### config.mk
export PLATFORM = sky130hd
export DESIGN_NAME = dff_arbiter
export DESIGN_NICKNAME = d
export VERILOG_FILES = /design/src/rtl/dff_arb_pkg.sv /design/src/rtl/dff_arbiter_rr_pick.sv /design/src/rtl/dff_arbiter.sv
export SDC_FILE = /design/constraint.sdc
export NUM_CORES = 1
export LEC_CHECK = 0
export CAP_MARGIN = 25
export CORE_ASPECT_RATIO = 1.2
export CORE_MARGIN = 5
export CORE_UTILIZATION = 42
export DETAILED_ROUTE_END_ITERATION = 12
export PLACE_DENSITY = 0.79
export SYNTH_ARGS = -nofsm -noshare
export SYNTH_HDL_FRONTEND = slang
export SYNTH_SLANG_ARGS = --single-unit
### constraint.sdc
create_clock -name clk -period 2.2 [get_ports clk]
set_clock_uncertainty 0.05 [all_clocks]
set_input_delay 0.22 -clock clk [delete_from_list [all_inputs] [get_ports clk]]
set_output_delay 0.22 -clock clk [all_outputs]
set_load 0.01 [all_outputs]
### src/rtl/dff_arb_pkg.sv
// Shared types and default sizing for the round-robin arbitrated shared register.
package dff_arb_pkg;

  typedef enum logic [1:0] {
    IDLE    = 2'd0,
    GRANT   = 2'd1,
    CAPTURE = 2'd2,
    HOLD    = 2'd3
  } arb_state_t;

  localparam int DEF_NREQ = 4;
  localparam int DEF_DW   = 8;

endpackage

### src/rtl/dff_arbiter_rr_pick.sv
// Round-robin selector: first set request at or above ptr, wrapping at NREQ-1 to 0.
module rr_pick #(
  parameter int NREQ = dff_arb_pkg::DEF_NREQ,
  parameter int IW   = $clog2(NREQ)
) (
  input  logic [NREQ-1:0] req,
  input  logic [IW-1:0]   ptr,
  output logic [IW-1:0]   winner,
  output logic            valid
);

  function automatic logic [IW-1:0] wrap_idx(input logic [IW-1:0] base, input int k);
    int s;
    s = int'(base) + k;
    if (s >= NREQ) s = s - NREQ;
    return IW'(s);
  endfunction

  always_comb begin
    valid  = 1'b0;
    winner = '0;
    for (int k = 0; k < NREQ; k++) begin
      if (!valid && req[wrap_idx(ptr, k)]) begin
        valid  = 1'b1;
        winner = wrap_idx(ptr, k);
      end
    end
  end

endmodule

### src/rtl/dff_arbiter.sv
// Shared DW-bit register written by NREQ requesters under round-robin arbitration.
//   state   | meaning
//   IDLE    | no transaction; pick a winner when any req is set
//   GRANT   | gnt to winner; write q if winner still requests, else abort
//   CAPTURE | one-cycle ack to winner; q holds the new value
//   HOLD    | winner keeps req high; wait for it to drop
module dff_arbiter
  import dff_arb_pkg::*;
#(
  parameter int NREQ = DEF_NREQ,
  parameter int DW   = DEF_DW
) (
  input  logic                     clk,
  input  logic                     rst_n,
  input  logic [NREQ-1:0]          req,
  input  logic [NREQ*DW-1:0]       wdata,
  output logic [NREQ-1:0]          gnt,
  output logic [NREQ-1:0]          ack,
  output logic [DW-1:0]            q,
  output logic [DW-1:0]            qbar,
  output logic [$clog2(NREQ)-1:0]  owner,
  output logic                     busy
);

  localparam int IW = $clog2(NREQ);

  arb_state_t       r_state;
  logic [IW-1:0]    r_ptr;
  logic [IW-1:0]    r_winner;
  logic [IW-1:0]    r_owner;
  logic [NREQ-1:0]  r_gnt;
  logic [NREQ-1:0]  r_ack;
  logic [DW-1:0]    r_q;
  logic             r_busy;

  logic [IW-1:0]    w_pick_idx;
  logic             w_pick_valid;
  logic [NREQ-1:0]  w_pick_oh;
  logic [NREQ-1:0]  w_win_oh;
  logic             w_req_win;
  logic [IW-1:0]    w_next_ptr;
  logic [DW-1:0]    w_wdata_win;

  rr_pick #(
    .NREQ (NREQ),
    .IW   (IW)
  ) u_rr_pick (
    .req    (req),
    .ptr    (r_ptr),
    .winner (w_pick_idx),
    .valid  (w_pick_valid)
  );

  assign w_pick_oh   = {{(NREQ-1){1'b0}}, 1'b1} << w_pick_idx;
  assign w_win_oh    = {{(NREQ-1){1'b0}}, 1'b1} << r_winner;
  assign w_req_win   = req[r_winner];
  assign w_next_ptr  = (r_winner == IW'(NREQ-1)) ? '0 : r_winner + 1'b1;
  assign w_wdata_win = wdata[r_winner*DW +: DW];

  always_ff @(posedge clk or negedge rst_n) begin
    if (!rst_n) begin
      r_state  <= IDLE;
      r_ptr    <= '0;
      r_winner <= '0;
      r_owner  <= '0;
      r_gnt    <= '0;
      r_ack    <= '0;
      r_q      <= '0;
      r_busy   <= 1'b0;
    end else begin
      case (r_state)
        IDLE: begin
          if (w_pick_valid) begin
            r_winner <= w_pick_idx;
            r_gnt    <= w_pick_oh;
            r_busy   <= 1'b1;
            r_state  <= GRANT;
          end
        end
        GRANT: begin
          // Pointer advances past the winner even on abort so a flaky requester cannot starve others.
          r_gnt <= '0;
          r_ptr <= w_next_ptr;
          if (w_req_win) begin
            r_q     <= w_wdata_win;
            r_owner <= r_winner;
            r_ack   <= w_win_oh;
            r_state <= CAPTURE;
          end else begin
            r_busy  <= 1'b0;
            r_state <= IDLE;
          end
        end
        CAPTURE: begin
          r_ack <= '0;
          if (!w_req_win) begin
            r_busy  <= 1'b0;
            r_state <= IDLE;
          end else begin
            r_state <= HOLD;
          end
        end
        HOLD: begin
          if (!w_req_win) begin
            r_busy  <= 1'b0;
            r_state <= IDLE;
          end
        end
        default: begin
          r_gnt   <= '0;
          r_ack   <= '0;
          r_busy  <= 1'b0;
          r_state <= IDLE;
        end
      endcase
    end
  end

  // qbar comes from the single q store, so q ^ qbar is all-ones by construction.
  assign gnt   = r_gnt;
  assign ack   = r_ack;
  assign q     = r_q;
  assign qbar  = ~r_q;
  assign owner = r_owner;
  assign busy  = r_busy;

endmodule

# Word-level counts from Yosys, hierarchy flattened
# Cells that the tools add are included.
[classes]
n_addsub = 8
n_reduce_logical = 16
bitwise = 1
eq_ne = 8
shift = 3
n_mux = 35
magnitude_cmp = 9
[op_table]
columns = ["cell", "count"]
rows = [
  ["indexed part select 32 x 6 -> 8 bit", 1],
  ["two-way mux 2 bit", 13],
  ["case mux 4 bit (2 select lines)", 2],
  ["less-than comparator 2 x 3 -> 1 bit (second input constant)", 5],
  ["AND reduction 2 bit", 6],
  ["two-way mux 1 bit", 11],
  ["binary-select mux 1 bit (select 2 bit)", 5],
  ["greater-or-equal comparator 3 bit (second input constant)", 3],
  ["two-way mux 4 bit", 2],
  ["NOT 8 bit", 1],
  ["case mux 2 bit (4 select lines)", 1],
  ["<< shifter 1 x 2 -> 4 bit (first input constant)", 2],
  ["subtractor 2 x 1 -> 2 bit (second input constant)", 4],
  ["adder 2 x 2 -> 3 bit (second input constant)", 2],
  ["equality test 2 bit (second input constant)", 3],
  ["inequality test 2 bit (second input constant)", 3],
  ["nonzero test 2 bit", 2],
  ["adder 2 x 1 -> 3 bit (second input constant)", 1],
  ["greater-or-equal comparator 2 x 3 -> 1 bit (second input constant)", 1],
  ["logical AND 1 bit", 3],
  ["zero test 1 bit", 3],
  ["OR reduction 3 bit", 1],
  ["adder 2 x 1 -> 2 bit (second input constant)", 1],
  ["equality test 2 x 1 -> 1 bit (second input constant)", 1],
  ["other kinds (3)", 3],
]
[word_totals]
output_inout_bits = 27
reg_bits = 25
in_bits = 38

# Depth between registers and ports, before layout
# Gate-level depths: netlist of run 1.
[logic_depth]
depth_word = 17
depth_mapped = 6
depth_no_buf = 4

# Hierarchy
# A second synthesis of run 1 with hierarchy kept.
[unflattened]
cells_unflattened = 127
area_unflattened_um2 = 1475.2
[by_module_without_submodules]
columns = ["mod", "seq_area_each_um2", "area_each_um2", "cells_each", "n_inst"]
rows = [
  ["dff_arbiter", 625.6, 1397.6, 112, 1],
  ["rr_pick", 0.0, 77.6, 15, 1],
]

# Worst setup path after synthesis of run 1
# Ideal clock, no wire load.
[synth_path]
path_type = "reg-to-reg"
startpoint = "register r_winner[0]"
endpoint = "register r_owner[1], in the netlist owner[1]"
setup_ps = 125
stages_incl_launch_ff = 6
period_less_slack_ps = 1631
slack_ps = 569
arrival_ps = 1456
cell_sequence = "dfrtp_1 -> buf_6 -> inv_1 -> mux2i_4 -> nand2_4 -> mux2_4"
[synth_between]
elab_chain_cells = 3
[synth_rtl]
columns = ["element", "line_no", "source"]
rows = [
  ["from (decl)", "dff_arbiter.sv:29", "logic [IW-1:0] r_winner;"],
  ["from (signal assigned)", "dff_arbiter.sv:74", "r_winner <= w_pick_idx;"],
  ["binary-select mux 1 bit (select 2 bit)", "dff_arbiter.sv:56", "assign w_req_win = req[r_winner];"],
  ["two-way mux 1 bit (not written as such)", "dff_arbiter.sv:56", ""],
  ["AND reduction 2 bit (no source line)", "-", ""],
  ["to (signal assigned)", "dff_arbiter.sv:86", "r_owner <= r_winner;"],
  ["to (decl)", "dff_arbiter.sv:30", "logic [IW-1:0] r_owner;"],
]
# Every way passes these cells. The select of a mux whose other input is x is not followed.
# A chain may end at the register's enable or synchronous reset.

# Worst setup path in the final report of run 1
[layout_path]
startpoint = "register r_winner[0]"
endpoint = "register r_q[5], in the netlist q[5]"
[layout_between]
elab_chain_cells = 3
[layout_rtl]
columns = ["element", "line_no", "source"]
rows = [
  ["branches (longest 3 deep; another with indexed part select 32 x 6 -> 8 bit)", "-", ""],
  ["to (signal assigned)", "dff_arbiter.sv:85", "r_q <= w_wdata_win;"],
  ["to (decl)", "dff_arbiter.sv:33", "logic [DW-1:0] r_q;"],
]
# Parallel ways; which one is timed is not known. The select of a mux whose other input is x is not followed.

==> qor.csv, run 1 <==
metric;value;unit
routed-via-count;1217;
first_iter_violations;50;
critical_path_class;flop to flop;
cts_root_buffer;clkbuf_8;
crit_chain;inv_1 > mux2i_4 > nand2_4 > mux2_4;
grt_use_total;0.168;
ys_types;32;
postRouteAntennaNets;0;
post_drt_wl_per_cell;17.5;um
cp.required;2300;ps
ir_drop;0.615;mV
first_pass_iters;4;
core_area;0.00340;sq mm
cp_slowest_cell;dfrtp_1;
post-place-ws;232;ps
clock_path_buffers;2;
fin_util;0.654;
setup_ws;414;ps
synth_warnings;0;
die_area;0.00484;sq mm
synth_fp_nets;162;
hold_viol;0;
postCtsSetupRepairBufs;0;
seq_area_frac_synth;0.420;
nets;229;
post-route-cell-area;0.00222;sq mm
synth.cell_area;0.00149;sq mm
clock_latency;260;ps
io_buffers;64;
finalSetupViolations;0;
fin_tns_setup;0;ps
synth_area_per_cell;12.4;sq um
grt_pass1_wl;6420;um
grt_max_degree;26;
placed_area;0.00218;sq mm
dp.cells;219;
ctsResizeCount;0;
dp_hpwl;3160;um
area_growth;49.2;%
hp-class;input port to async pin;
synth_seq_cells;25;
holdBufCountCts;0;
min_period_over_period;0.812;
cpPeakStageDelay;500;ps
remaining_drc_errors;0;
cts-buffers-inserted;3;
layout-drive-gt1-share;0.156;
grt_pass1_vias;1351;
grt_remaining_overflow;0;
crit_arrival;1880;ps
initial_utilization;0.438;
h-tree-depth;1;
clkSinkCount;25;
grt_setup_unrepaired;false;
power_density;1320;mW/mm^2
critPathMaxFanout;10;
final_cell_count_no_fill;223;
antenna_found_initial;0;
die_h;75.2;um
period_needed;1790;ps
slew_violations;0;
slew_headroom;0.647;
std_cell_rows;23;
maxCapViolCount;0;
status;finished, final reports clean;
synthCells;120;
cts_tree;yes;
cp-end-kind;flop;
hold_ws;273;ps
vias_per_cell;5.46;
num_antenna_cells;0;
startpoint_type;flop;
clk_pin_slew_worst_paths;80;ps
power;2.94;mW
ios;65;
tightest_slew;528;ps
gp_congestion;0.791;
wl;3910;um
p_leak;1.05;nW
dieWidth;64.4;um
max_freq;560;MHz
## Yosys cell counts, drive strengths merged
master  number  area share
and4b        2       0.013
buf          2       0.015
nor2b        3       0.013
a211o        4       0.024
and3         7       0.029
inv         12       0.030
nor3         2      0.0067
o21bai       1      0.0050
a21o         2       0.010
o22ai        1      0.0042
or4          1      0.0076
clkbuf       3      0.0076
mux2        12        0.12
a211oi       1      0.0084
and2         1      0.0059
mux2i        3       0.029
a32o         2       0.013
mux4         8        0.13
nor2         4       0.010
nand3        2      0.0067
nand2b       1      0.0042
nand2       10       0.030
o31ai        2       0.010
o21ai        4       0.013
ha           4       0.034
dfrtp       25        0.42
nor3b        1      0.0050
## final cells by class
class,count,area (sq um)
multi-input cells,78,785
well taps,37,46.3
clock buffers,4,45.0
repair buffers,67,676
fillers,272,1170
flip-flops and latches,25,626
inverters,12,45.0
## power by group
part           internal [mW]  leakage (nW)  switching (mW)
logic                   1.06         0.712           0.708
registers              0.679         0.311           0.237
clock network          0.129        0.0228           0.130
total                   1.86          1.05            1.07
## state kept, by name, summed over array words and instances, names as in the netlist
register,flops
q,8
gnt,4
ack,4
r_state,2
busy,1
owner,2
r_ptr,2
r_winner,2
## metal layers
layer  vias up  track usage  wire (um)
li1        565            -          -
met1       598        0.203       1570
met2        54        0.299       1930
met3         0       0.0552        406
met4         0       0.0258          0
met5         -            0          0
## path summary, 6_finish.rpt
| check | depth (start not counted) | start | slack, ps | to |
|---|---|---|---|---|
| worst max-delay path | 4 | r_winner[0]$_DFFE_PN0P_ | 410 | q[5]$_DFFE_PN0P_ |
| worst min-delay path | 2 | rst_n | 270 | ack[0]$_DFFE_PN0P_ |
| worst max register to register | 4 | r_winner[0]$_DFFE_PN0P_ | 410 | q[5]$_DFFE_PN0P_ |
| worst min register to register | 2 | gnt[1]$_DFFE_PN0P_ | 440 | gnt[1]$_DFFE_PN0P_ |
| max in group asynchronous | 2 | rst_n | 1590 | q[2]$_DFFE_PN0P_ |
| min in group clk | 2 | gnt[1]$_DFFE_PN0P_ | 440 | gnt[1]$_DFFE_PN0P_ |
## cell usage in the layout (no fill, tap or decap)
cell	Yosys	routed
nor2_1	4	4
buf_4	0	2
nand3_1	2	2
or4_4	1	1
nor3b_1	1	1
o22ai_1	1	1
mux2_2	1	1
a21o_1	2	2
nand2_4	1	1
and2_4	1	1
nand2_1	9	9
and4b_1	2	2
buf_12	0	1
a211oi_2	1	1
dfrtp_1	25	25
inv_1	12	12
a32o_1	2	2
o21bai_1	1	1
mux2i_1	2	2
o21ai_1	1	1
mux2i_4	1	1
nor2b_1	3	3
clkdlybuf4s50_1	0	64
and3_1	7	7
mux4_2	6	6
o21ai_0	3	3
a211o_1	4	4
o31ai_1	2	2
nor3_1	2	2
mux4_1	2	2
clkbuf_8	0	3
clkbuf_1	3	1
ha_1	4	4
mux2_4	11	11
nand2b_1	1	1
## worst max-delay path, delay by kind of cell (launching register included)
family                 cells  cell delay, ps
AND/OR/NAND/NOR            1             200
buffers and inverters      1             210
flip-flops                 1             500
multiplexers               2             710
## kinds of logic after synthesis
family	synth area share
and+or+nand+nor	0.132
DFF	0.420
muxes	0.273
AOI/OAI and AO/OA	0.0882
buffers and inverters	0.0529
adders and majority gates	0.0336
No activity file was read; power rests on OpenSTA's default activity.
==> inputs of run 2 (changes only) <==
Settings changed: CORE_UTILIZATION 42 to 38, PLACE_DENSITY 0.79 to 0.75.
Clock period 2.2 ns to 1.55 ns, I/O delays scaled along.
==> qor.csv, run 2 (same netlist as run 1, synthesis figures left out) <==
metric;value;unit;change
ir_drop;0.774;mV;was 0.615 mV
grt_max_degree;26;;unchanged
swShare;0.365;;was 0.366
critical_path_class;flop to flop;;unchanged
num_antenna_cells;0;;unchanged
routed-via-count;1290;;was 1217
postCtsSetupRepairBufs;0;;unchanged
cp-end-kind;flop;;unchanged
p_leak;1.11;nW;was 1.05 nW
tightest_slew;343;ps;was 528 ps
first_pass_iters;4;;unchanged
grt_pass1_vias;1366;;was 1351
clock_path_buffers;2;;unchanged
power;4.41;mW;was 2.94 mW
switching_power;1.61;mW;was 1.07 mW
gp_congestion;0.826;;was 0.791
antenna_found_initial;0;;unchanged
slew_headroom;0.767;;was 0.647
first_iter_violations;49;;was 50
min_period_over_period;1.02;;was 0.812
startpoint_type;flop;;unchanged
grt_remaining_overflow;0;;unchanged
cp.required;1660;ps;was 2300 ps
period_needed;1590;ps;was 1790 ps
layout-drive-gt1-share;0.258;;was 0.156
std_cell_rows;25;;was 23
fin_tns_setup;-254;ps;was 0 ps
p_comb_frac;0.627;;was 0.600
io_buffers;64;;unchanged
wl;4080;um;was 3910 um
reg2reg_depth;3;;was 4
dieWidth;67.1;um;was 64.4 um
placed_area;0.00227;sq mm;was 0.00218 sq mm
clkSinkCount;25;;unchanged
vias_per_cell;5.12;;was 5.46
nets;241;;was 229
critPathMaxFanout;4;;was 10
holdBufCountCts;0;;unchanged
grt_pass1_wl;6410;um;was 6420 um
post-route-cell-area;0.00236;sq mm;was 0.00222 sq mm
cts-buffers-inserted;3;;unchanged
post-place-ws;-279;ps;was 232 ps
post_drt_wl_per_cell;16.2;um;was 17.5 um
clock_latency;270;ps;was 260 ps
crit_arrival;1700;ps;was 1880 ps
h-tree-depth;1;;unchanged
status;complete, but fails checks;;was finished, final reports clean
ios;65;;unchanged
violations;negative setup slack;;
core_area;0.00388;sq mm;was 0.00340 sq mm
clk_pin_slew_worst_paths;80;ps;about the same
final_common_cell;clkdlybuf4s50_1;;unchanged
area_growth;58.3;%;was 49.2%
cts_tree;yes;;unchanged
finalSetupViolations;10;;was 0
die_area;0.00528;sq mm;was 0.00484 sq mm
rr_startpoint;r_winner[0]$_DFFE_PN0P_;;unchanged
power_density;1870;mW/mm^2;was 1320 mW/mm^2
initial_utilization;0.384;;was 0.438
maxCapViolCount;0;;unchanged
pwr-share-seq;0.286;;was 0.312
setup_ws;-38.1;ps;was 414 ps
max_freq;630;MHz;was 560 MHz
dp_hpwl;3300;um;was 3160 um
cts_root_buffer;clkbuf_8;;unchanged
grt_setup_unrepaired;true;;was false
die_h;78.6;um;was 75.2 um
remaining_drc_errors;0;;unchanged
grt_use_total;0.158;;was 0.168
fin_util;0.608;;was 0.654
timing.rr.end;q[5]$_DFFE_PN0P_;;unchanged
mostFrequentLayoutCells;clkdlybuf4s50_1, dfrtp_1, inv_1, mux2_4, buf_4;;was clkdlybuf4s50_1, dfrtp_1, inv_1, mux2_4, nand2_1
hold_viol;0;;unchanged
largest_register_ffs;8;;unchanged
rrSetupSlack;-40;ps;was 410 ps
slew_violations;0;;unchanged
hp-class;input port to async pin;;unchanged
crit_start;r_winner[0]$_DFFE_PN0P_;;unchanged
postRouteAntennaNets;0;;unchanged
internal_power;2.80;mW;was 1.86 mW
clkPwrFrac;0.087;;was 0.088
## run 2: cell types whose count changed in the layout (fill, tap and decap cells not counted), sizes merged
| cell | before | now |
|---|---|---|
| buf | 3 | 14 |
| clkbuf | 4 | 3 |
| clkinv | 0 | 1 |
| nand2 | 10 | 11 |
## run 2: metrics by stage
step | cells | hold slack (ps)
final | 252 | 196
after global routing | 252 | 226
after CTS | 252 | 204
after detailed placement | 247 | 430
after global placement | 247 | 429
after floorplan | 120 | -191
## run 2: power groups by stage
stage,clock network (mW),logic [mW],registers [mW]
final,0.384,2.77,1.26
after global routing,0.425,2.97,1.31
after global placement,0,2.63,1.25
after floorplan,0,1.48,1.28
after detailed placement,0,2.72,1.26
after CTS,0.398,2.79,1.26
## run 2: worst max path at each step
stage                                   end  slack (ps)
finish                     q[5]$_DFFE_PN0P_         -40
global route               q[5]$_DFFE_PN0P_         -90
CTS                        q[5]$_DFFE_PN0P_         -40
detailed placement         q[7]$_DFFE_PN0P_        -280
global placement    r_winner[1]$_DFFE_PN0P_        -240
floorplan                  q[0]$_DFFE_PN0P_         -10
## run 2: cell type report
cell class	count	area, sq um
flip-flops and latches	25	628
fillers	324	1520
clock inverters	1	5.00
repair buffers	78	757
multi-input cells	79	811
well taps	54	67.6
clock buffers	3	41.3
inverters	12	47.5
## run 2: critical path, stage by stage, from the launching register on
cell and delay (ps):
dfrtp_2 450, buf_6 140, mux4_1 560, mux2_4 280
## run 2: what timing repair did
item | CTS | global route
pin swaps | 2 | 0
gates cloned | 1 | 0
endpoints found under the setup margin | 14 | 17
resized for setup | 8 | 1
## run 2: routing by layer
| metal | GRT usage | wire, um | vias to the layer above |
|---|---|---|---|
| met2 | 0.287 | 2040 | 62 |
| met1 | 0.175 | 1610 | 627 |
| met3 | 0.0215 | 328 | 8 |
| li1 | - | - | 593 |
| met4 | 0.0771 | 91 | 0 |
| met5 | 0 | 0 | - |
==> inputs of run 3 (changes only) <==
Settings changed: ABC_AREA from default to 1, CORE_UTILIZATION 38 to 39.
==> qor.csv, run 3 <==
metric;value;unit;change
status;complete, but fails checks;;unchanged
violations;negative setup slack;;unchanged
synthSimpleGateAreaFrac;0.308;;was 0.132
grt_remaining_overflow;0;;unchanged
core_area;0.00397;sq mm;was 0.00388 sq mm
cts_root_buffer;clkbuf_8;;unchanged
slew_violations;0;;unchanged
seq_area_frac_synth;0.387;;was 0.420
area_growth;57.4;%;was 58.3%
startpoint_type;flop;;unchanged
ios;65;;unchanged
die_area;0.00553;sq mm;was 0.00528 sq mm
dp_hpwl;3430;um;was 3300 um
synth_seq_cells;25;;unchanged
cp-end-kind;flop;;unchanged
synth_commonest_cells;nand2_1, nor2_1, inv_1, dfrtp_1, o21ai_0;;was dfrtp_1, inv_1, mux2_4, nand2_1, and3_1
critPathMaxFanout;7;;was 4
setup_ws;-21.1;ps;was -38.1 ps
rrSetupSlack;-20;ps;was -40 ps
synth_edf_count;0;;unchanged
postRouteAntennaNets;0;;unchanged
post_drt_wl_per_cell;12.8;um;was 16.2 um
remaining_drc_errors;0;;unchanged
reg2reg_depth;11;;was 3
power_density;2060;mW/mm^2;was 1870 mW/mm^2
placed_area;0.00240;sq mm;was 0.00227 sq mm
std_cell_rows;25;;unchanged
yosys.cell_count.top_type;nand2_1;;was dfrtp_1
met2_length;2350;um;was 2040 um
synthTopCellsByArea;dfrtp_1, nand2_1, nor2_1;;was dfrtp_1, mux2_4, mux4_2
period_needed;1570;ps;was 1590 ps
dieWidth;68.8;um;was 67.1 um
synth.cell_area;0.00162;sq mm;was 0.00149 sq mm
clkSinkCount;25;;unchanged
clock_path_buffers;2;;unchanged
crit_arrival;1690;ps;was 1700 ps
p_leak;1.19;nW;was 1.11 nW
synth_area_per_cell;7.08;sq um;was 12.4 sq um
synthAdderAreaFrac;0.0310;;was 0.0336
critical_path_class;flop to flop;;unchanged
wl_met1;1770;um;was 1610 um
grt_setup_unrepaired;true;;unchanged
io_buffers;64;;unchanged
fin_util;0.640;;was 0.608
maxCapViolCount;0;;unchanged
yosys.area_share.xor_xnor;0;;unchanged
fillers;380;;was 324
num_antenna_cells;0;;unchanged
synth_mux_area_frac;0;;was 0.273
synth_ff_type;dfrtp_1;;unchanged
ir_drop;0.809;mV;was 0.774 mV
post-place-ws;-200;ps;was -279 ps
routed-wl-met3;302;um;was 328 um
async_flop_share;1.00;;unchanged
grt_pass1_vias;1763;;was 1366
netlist.area_leader.share;0.387;;was 0.420
clock_latency;270;ps;about the same
timing.rr.end;gnt[1]$_DFFE_PN0P_;;was q[5]$_DFFE_PN0P_
nets;346;;was 241
cts_tree;yes;;unchanged
finalSetupViolations;5;;was 10
synth_warnings;0;;unchanged
clk_pin_slew_worst_paths;90;ps;was 80 ps
first_pass_iters;4;;unchanged
gp_congestion;0.782;;was 0.826
post-route-cell-area;0.00254;sq mm;was 0.00236 sq mm
fin_tns_setup;-63.8;ps;was -254 ps
synth_fp_nets;270;;was 162
max_freq;636;MHz;was 630 MHz
wl;4560;um;was 4080 um
rr_startpoint;r_ptr[0]$_DFFE_PN0N_;;was r_winner[0]$_DFFE_PN0P_
power;5.24;mW;was 4.41 mW
yosys.area.top_type;dfrtp_1;;unchanged
vias_per_cell;4.89;;was 5.12
highest_layer;met4;;unchanged
die_h;80.5;um;was 78.6 um
cp.required;1670;ps;was 1660 ps
slew_headroom;0.633;;was 0.767
first_iter_violations;49;;unchanged
crit_start;r_ptr[0]$_DFFE_PN0N_;;was r_winner[0]$_DFFE_PN0P_
min_period_over_period;1.01;;was 1.02
synthCells;228;;was 120
mostFrequentLayoutCells;clkdlybuf4s50_1, nand2_1, nor2_1, inv_1, dfrtp_1;;was clkdlybuf4s50_1, dfrtp_1, inv_1, mux2_4, buf_4
grt_use_total;0.178;;was 0.158
hold_viol;0;;unchanged
grt_max_degree;26;;unchanged
layout-drive-gt1-share;0.185;;was 0.258
antenna_found_initial;0;;unchanged
initial_utilization;0.407;;was 0.384
synth_compound_area_frac;0.178;;was 0.0882
hp-class;input port to async pin;;unchanged
largest_register_ffs;8;;unchanged
synth_top_family_by_area;simple AND/OR/NAND/NOR gates;;was multiplexers
ys_types;24;;was 32
tightest_slew;545;ps;was 343 ps
grt_pass1_wl;7520;um;was 6410 um
final_common_cell;clkdlybuf4s50_1;;unchanged
routed-via-count;1747;;was 1290
h-tree-depth;1;;unchanged
cts-buffers-inserted;3;;unchanged
-- run 3: worst max-delay path, cell delays in order (launching register included) --
cell      delay (ps)
dfrtp_2          450
buf_6            150
nand2_2           70
nand2_2           70
nand2_2           80
nand2_2           60
nor2_4           130
nand3b_4         110
nand2_4          130
nor2_4            50
nand2_1           70
nand2_1           50
-- run 3: cell families (layout without fill, tap and decap cells) --
logic type      after synthesis  after routing
compound gates               53             53
fa+ha+maj                     4              4
buf+inv                      37            112
flops                        25             25
simple gates                109            109
-- run 3: worst max path at each step --
stage | end | slack, ps
CTS | gnt[2]$_DFFE_PN0P_ | -20
floorplan | r_ptr[1]$_DFFE_PN0N_ | 40
global placement | gnt[0]$_DFFE_PN0P_ | -180
global route | gnt[2]$_DFFE_PN0P_ | -130
finish | gnt[1]$_DFFE_PN0P_ | -20
detailed placement | gnt[2]$_DFFE_PN0P_ | -200
-- run 3: metal layers --
metal	up-vias	GRT usage
li1	883	-
met3	13	0.0434
met5	-	0
met1	794	0.200
met2	57	0.313
met4	0	0.0702
-- run 3: final cells by class --
type / count / area, sq um / area share
multi-input combinational: 166 / 905 / 0.356
timing repair buffer: 79 / 777 / 0.306
sequential: 25 / 628 / 0.247
inverter: 29 / 116 / 0.0458
tap: 54 / 67.6 / 0.0266
clock buffer: 3 / 41.3 / 0.0162
clock inverter: 1 / 7.51 / 0.00295
-- run 3: report_power, final --
part / internal, mW / total [mW] / switching (mW)
sequential: 0.949 / 1.17 / 0.224
clock: 0.182 / 0.396 / 0.214
combinational: 1.66 / 3.67 / 2.01
-- run 3: stage by stage --
step                hold slack [ps]  std cells
floorplan                      -191        228
global placement                415        352
detailed placement              424        352
CTS                             189        356
global route                    228        357
finish                          181        357
-- run 3: what timing repair did --
item                                    CTS  global route
endpoints found under the setup margin    4            20
gates resized for setup                  14            17
hold buffers                              0             0
gates cloned                              0             0
pin swaps                                 8             7
setup buffers                             0             1
